<file path="src/rtl/io_dcd_pkg.sv">
// Shared definitions for the IO decode area: sequencer state encoding and default timings.
package io_dcd_pkg;

   localparam int unsigned SeqStateW    = 2;
   localparam int unsigned PorCyclesDef = 568;

   typedef enum logic [SeqStateW-1:0] {
      StPor   = 2'd0,
      StRun   = 2'd1,
      StMcl   = 2'd2,
      StPfail = 2'd3
   } seq_state_e;

   function automatic logic [7:0] sat_inc8(input logic [7:0] v);
      return (v == 8'hFF) ? v : v + 8'd1;
   endfunction

endpackage

</file>
<file path="src/rtl/io_sync_filter.sv">
// Two-flop synchroniser followed by a debouncer: the output follows the synchronised input
// only after COUNT consecutive samples disagree with it.
module io_sync_filter #(
   parameter int unsigned COUNT   = 8,
   parameter logic        RST_VAL = 1'b0
) (
   input  logic sysclk,
   input  logic sys_rst,
   input  logic din,
   output logic dout
);

   localparam int unsigned CW = $clog2(COUNT + 1);

   logic          sync1_q;
   logic          sync2_q;
   logic          filt_q;
   logic [CW-1:0] cnt_q;

   always_ff @(posedge sysclk or posedge sys_rst) begin
      if (sys_rst) begin
         sync1_q <= RST_VAL;
         sync2_q <= RST_VAL;
         filt_q  <= RST_VAL;
         cnt_q   <= '0;
      end else begin
         sync1_q <= din;
         sync2_q <= sync1_q;
         // Any agreeing sample restarts the run of disagreeing ones.
         if (sync2_q == filt_q) begin
            cnt_q <= '0;
         end else if (cnt_q == CW'(COUNT - 1)) begin
            filt_q <= sync2_q;
            cnt_q  <= '0;
         end else begin
            cnt_q <= cnt_q + 1'b1;
         end
      end
   end

   assign dout = filt_q;

endmodule

</file>
<file path="src/rtl/io_mcl_sequencer.sv">
// Power-on / master-clear sequencer driving DGA CLOSC, PWCL and POWSENSE.
// Define IO_MCL_EVTCNT_EN to add saturating MCL / power-fail event counters.
module io_mcl_sequencer
   import io_dcd_pkg::*;
#(
   parameter int unsigned POR_CYCLES = PorCyclesDef,
   parameter int unsigned MCL_CYCLES = 16,
   parameter int unsigned PF_FILTER  = 8,
   parameter int unsigned CNT_W      = 11
) (
   input  logic                 sysclk,
   input  logic                 sys_rst,
   input  logic                 OSCCL_n,
   input  logic                 SWMCL_n,
   input  logic                 OPCLCS,
   input  logic                 POWSENSE_n,
   output logic                 POR_ACTIVE,
   output logic                 CLOSC,
   output logic                 PWCL,
   output logic                 POWSENSE,
   output logic                 MCL_BUSY,
   output logic [SeqStateW-1:0] SEQ_STATE
`ifdef IO_MCL_EVTCNT_EN
   ,
   output logic [7:0]           MCL_EVTCNT,
   output logic [7:0]           PF_EVTCNT
`endif
);

   localparam logic [CNT_W-1:0] POR_LOAD = CNT_W'(POR_CYCLES - 1);
   localparam logic [CNT_W-1:0] MCL_LOAD = CNT_W'(MCL_CYCLES - 1);

   seq_state_e       state_q;
   logic [CNT_W-1:0] cnt_q;
   logic             por_active_q;
   logic             pwcl_q;
   logic             busy_q;
   logic             pf_raw;
   logic             pf_filt;
   logic             req;

   assign pf_raw = ~POWSENSE_n;
   assign req    = ~SWMCL_n | OPCLCS;

   io_sync_filter #(
      .COUNT   (PF_FILTER),
      .RST_VAL (1'b0)
   ) u_pf_filter (
      .sysclk  (sysclk),
      .sys_rst (sys_rst),
      .din     (pf_raw),
      .dout    (pf_filt)
   );

   // Output flops are updated together with the state so they always match it.
   always_ff @(posedge sysclk or posedge sys_rst) begin
      if (sys_rst) begin
         state_q      <= StPor;
         cnt_q        <= POR_LOAD;
         por_active_q <= 1'b1;
         pwcl_q       <= 1'b1;
         busy_q       <= 1'b1;
      end else begin
         unique case (state_q)
            StPor: begin
               if (cnt_q == '0) begin
                  state_q      <= StRun;
                  por_active_q <= 1'b0;
                  pwcl_q       <= 1'b0;
                  busy_q       <= 1'b0;
               end else begin
                  cnt_q <= cnt_q - 1'b1;
               end
            end
            StRun: begin
               if (pf_filt) begin
                  state_q <= StPfail;
                  pwcl_q  <= 1'b1;
                  busy_q  <= 1'b1;
               end else if (req) begin
                  state_q <= StMcl;
                  cnt_q   <= MCL_LOAD;
                  pwcl_q  <= 1'b1;
                  busy_q  <= 1'b1;
               end
            end
            StMcl: begin
               if (pf_filt) begin
                  state_q <= StPfail;
               end else if (cnt_q != '0) begin
                  cnt_q <= cnt_q - 1'b1;
               end else if (!req) begin
                  state_q <= StRun;
                  pwcl_q  <= 1'b0;
                  busy_q  <= 1'b0;
               end
            end
            StPfail: begin
               // Power return always takes a full restart.
               if (!pf_filt) begin
                  state_q      <= StPor;
                  cnt_q        <= POR_LOAD;
                  por_active_q <= 1'b1;
               end
            end
            default: begin
               state_q      <= StPor;
               cnt_q        <= POR_LOAD;
               por_active_q <= 1'b1;
               pwcl_q       <= 1'b1;
               busy_q       <= 1'b1;
            end
         endcase
      end
   end

   assign POR_ACTIVE = por_active_q;
   assign CLOSC      = por_active_q | ~OSCCL_n;
   assign PWCL       = pwcl_q;
   assign POWSENSE   = pf_filt;
   assign MCL_BUSY   = busy_q;
   assign SEQ_STATE  = state_q;

`ifdef IO_MCL_EVTCNT_EN
   logic [7:0] mcl_evt_q;
   logic [7:0] pf_evt_q;

   always_ff @(posedge sysclk or posedge sys_rst) begin
      if (sys_rst) begin
         mcl_evt_q <= '0;
         pf_evt_q  <= '0;
      end else begin
         if (state_q == StRun && !pf_filt && req) begin
            mcl_evt_q <= sat_inc8(mcl_evt_q);
         end
         if ((state_q == StRun || state_q == StMcl) && pf_filt) begin
            pf_evt_q <= sat_inc8(pf_evt_q);
         end
      end
   end

   assign MCL_EVTCNT = mcl_evt_q;
   assign PF_EVTCNT  = pf_evt_q;
`endif

endmodule

</file>
<file path="config.mk">
export PLATFORM = sky130hd
export DESIGN_NAME = io_mcl_sequencer
export DESIGN_NICKNAME = d
export VERILOG_FILES = /design/src/rtl/io_dcd_pkg.sv /design/src/rtl/io_sync_filter.sv /design/src/rtl/io_mcl_sequencer.sv
export SDC_FILE = /design/constraint.sdc
export NUM_CORES = 1
export LEC_CHECK = 0
export CAP_MARGIN = 20
export CORE_MARGIN = 3
export CORE_UTILIZATION = 50
export CTS_BUF_LIST = sky130_fd_sc_hd__clkbuf_4 sky130_fd_sc_hd__clkbuf_8
export CTS_CLUSTER_DIAMETER = 80
export DETAILED_ROUTE_END_ITERATION = 7
export GPL_ROUTABILITY_DRIVEN = 0
export PLACE_DENSITY = 0.71
export SYNTH_ARGS = -nofsm -noshare
export SYNTH_HDL_FRONTEND = slang
export SYNTH_SLANG_ARGS = --single-unit
</file>
<file path="constraint.sdc">
create_clock -name sysclk -period 2.6 [get_ports sysclk]
set_clock_uncertainty 0.2 [all_clocks]
set_input_delay 0.65 -clock sysclk [delete_from_list [all_inputs] [get_ports sysclk]]
set_output_delay 0.65 -clock sysclk [all_outputs]
set_load 0.02 [all_outputs]
</file>
==> results of run 1 <==
[registers in the layout, summed over array words and instances (netlist names)]
name / flops
SEQ_STATE: 2
POR_ACTIVE: 1
u_pf_filter.dout: 1
u_pf_filter.cnt_q: 4
u_pf_filter.sync1_q: 1
u_pf_filter.sync2_q: 1
MCL_BUSY: 1
cnt_q: 11
[how the worst max path moves through the flow]
stage	depth (start not counted)	to	startpoint
finish	1	SEQ_STATE[1]	SEQ_STATE[1]$_DFFE_PP0P_
global placement	3	CLOSC	OSCCL_n
floorplan	7	cnt_q[7]$_DFFE_PP0P_	cnt_q[0]$_DFFE_PP1P_
CTS	3	CLOSC	OSCCL_n
detailed placement	3	CLOSC	OSCCL_n
global route	6	cnt_q[7]$_DFFE_PP0P_	cnt_q[0]$_DFFE_PP1P_
[per-stage QoR]
step	setup slack [ps]	total power, uW	hold WS (ps)	cell area [um^2]	instances
global route	82.9	803	189	1470	176
CTS	33.7	762	167	1470	176
detailed placement	33.7	504	137	1420	172
global placement	39.8	501	134	1420	172
finish	237	756	164	1470	176
floorplan	577	463	131	1270	135
[routing by layer]
layer	global-route usage, %	vias to the layer above
li1	-	514
met1	24.9	500
met2	26.1	28
met3	2.53	2
met4	4.07	0
met5	0	-
[final cells by class]
class | instances | area [um^2]
fill | 192 | 847
multi-input combinational | 100 | 648
sequential | 22 | 561
timing repair buffer | 16 | 153
tap | 28 | 35.0
clock inverter | 1 | 30.0
clock buffer | 3 | 22.5
inverter | 6 | 22.5
[kinds of logic after synthesis]
group / after synthesis
AO/OA/AOI/OAI: 27
XOR/XNOR: 2
adder cells (fa/ha/maj): 3
buffers and inverters: 13
flip-flops: 22
multiplexers: 3
AND/OR/NAND/NOR: 65
[cells in the mapped netlist, drive strengths merged, types with 2 or more instances]
master	number	area, um^2
nor2	16	60.1
dfrtp	14	350
nand2	12	45.0
a21oi	9	45.0
dfstp	8	210
nand3	7	35.0
buf	6	36.3
inv	6	22.5
o21ai	6	30.0
nand2b	4	25.0
nor3	4	20.0
nor4	4	55.1
ha	3	37.5
mux2i	3	30.0
nor2b	3	18.8
nor3b	3	22.5
nor4b	3	38.8
o31ai	3	27.5
and4	2	17.5
nand4	2	12.5
or4	2	15.0
xnor2	2	17.5
[power by group through the flow]
stage                     clock network, uW  logic (uW)  registers (uW)
final                                   259         100             398
after floorplan                           0        58.1             405
after global placement                    0        99.2             402
after global routing                    285         116             402
after detailed placement                  0         101             403
after CTS                               264         101             397
[worst register-to-register path: stages (launching register included)]
cell                      delay, ps
sky130_fd_sc_hd__dfstp_2        570
sky130_fd_sc_hd__inv_1           80
sky130_fd_sc_hd__ha_1           220
sky130_fd_sc_hd__nor2b_1        150
sky130_fd_sc_hd__and4_1         350
sky130_fd_sc_hd__nor4_1         440
sky130_fd_sc_hd__mux2i_1        270
==> run metrics, run 1 <==
data required time at the worst endpoint=approximately 1800 ps; sequence of cells on the critical path=clkdlybuf4s50_1; DRT Wirelength=between 2 and 2.5 mm; worst slew pin tran=roughly 480 ps; CP Class=flop to output port; top fanout value on the critical path=12; first-pass GRT wire length=~4.3 mm; count of pins on the block boundary=13; routed length on met2=1.15 mm; number of hold violations in the final report=0; Slew Limit Fails=0; clock slew at reported path FFs=around 120 ps; count of flip-flops with a built-in enable after synthesis=0; crit path time final=2360 ps; Top FF cell, synth=sky130_fd_sc_hd__dfrtp_1; category of cells accounting for the largest share of critical-path delay=buffers and inverters; register-to-register setup slack=between 200 and 300 ps; number of antenna cells inserted=0; post-synthesis share of cell area spent on full adders, half adders and majority gates=just under 3%; Critical Path Slowest Stage Cell=sky130_fd_sc_hd__clkdlybuf4s50_1; area overhead of the layout relative to synthesis=15.7%; portion of netlist area occupied by mux cells=approximately 2.4%; number of hold buffers added after CTS=0; maximum achievable frequency=around 420 MHz; IR Drop Worst-Case VDD=a little under 0.4 mV; top metal layer carrying routed signals=met4; count of yosys warnings during synthesis=0; XOR/XNOR share of the synthesized area=1.38%; Unique masters post-synth=43; total core area=~2300 um^2; fraction of the cycle the final worst path needs=just over 90%; total routing usage reported by global routing=16.9%; basic-gate share of the synthesized area counting and, or, nand and nor cells=between 30% and 40%; hold worst-path end=u_pf_filter.sync2_q$_DFF_PP0_; Wirelength per Cell=14.2 um; clk sink count=22; DR vias/cell=roughly 5.9; share of layout cells above drive strength 1=between 10 and 15%; worst hold start=u_pf_filter.sync1_q$_DFF_PP0_; R2R Path End=cnt_q[7]$_DFFE_PP0P_; Internal Power=between 500 and 600 uW; sequential share of power=52.6%; number of port buffers=12; Max transition margin=between 60 and 70%; unrepaired setup endpoints after global routing=no; Final #Nets=~160; count of buffers added by post-CTS timing repair for setup=0; number of nets produced by synthesis=about 140; synthesized-area fraction occupied by ao, oa, aoi and oai cells=between 10 and 15%; RR Startpoint=cnt_q[0]$_DFFE_PP1P_; post-cts resize count=0; TritonCTS clock tree=built; instance count of the mapped netlist=around 140; portion of total power attributed to the clock network=roughly 34%; clock tree buffer depth=2; register bit count reported by yosys=22; routed via count=1044; latest clock arrival within the worst-skew pair=about 300 ps; type of element launching the critical path=flop; maximum number of pins on one net before global-route repair=23; number of buffer and inverter instances along the worst setup path=1; status=complete, no violations; violation count after the first detailed-route iteration=22; commonest non-fill, non-tap cells in the layout=sky130_fd_sc_hd__nor2_1, sky130_fd_sc_hd__dfrtp_1, sky130_fd_sc_hd__nand2_1; post-synthesis async set-or-reset flop share=100%; number of global-route vias before repair=around 960; area of the mapped netlist=around 1300 um^2; detailed-route wire length on metal 1=around 1.2 mm; commonest non-fill, non-tap cell in the layout=sky130_fd_sc_hd__nor2_1; logic gate share of total power=a little over an eighth; Root Buffer=sky130_fd_sc_hd__clkbuf_4; Power per Cell Area=approximately 510 nW/um^2; iteration count of the initial detailed-routing pass=4; synthesized area divided by synthesized cell count=between 9 and 10 um^2; fraction of power spent switching nets=24.2%; sequential share of the synthesized area=44.1%; end-of-flow core utilization=roughly 63%; initial cell density of the core=a little over half; Die Outline Area=about 3200 um^2; length in cells of the worst reg-to-reg path=6; count of standard-cell rows=17; Fin Setup TNS=0 ps; number of antenna violations at the first check in global routing=0; global route overflow=0; element type at the critical path end=output port; # DRC=0; # Max-Cap Violations=0; worst hold path type=flop to flop; delay of the slowest cell on the worst path=670 ps; x dimension of the die=56.4 um; Detailed Place HPWL=1.88 mm; Cells on Worst Hold Path=0; WL met3=~150 um; level count of the clock H-tree=1; Pleak=0.000646 uW; worst endpoint data arrival time=approximately 1500 ps; main combinational cell family by area after synthesis=simple AND/OR/NAND/NOR gates; Die Y-Extent=around 56 um; antenna viol nets, final=0; net load switching power=approximately 180 uW; number of buffers created by CTS=3; Setup violations, final=0
(Power assumes the default switching activity.)
==> inputs of run 2 (changes only) <==
- ABC_CLOCK_PERIOD_IN_PS: unset -> 2600
==> results of run 2 <==
No change in the layout: final DEF, timing and power equal those of run 1.
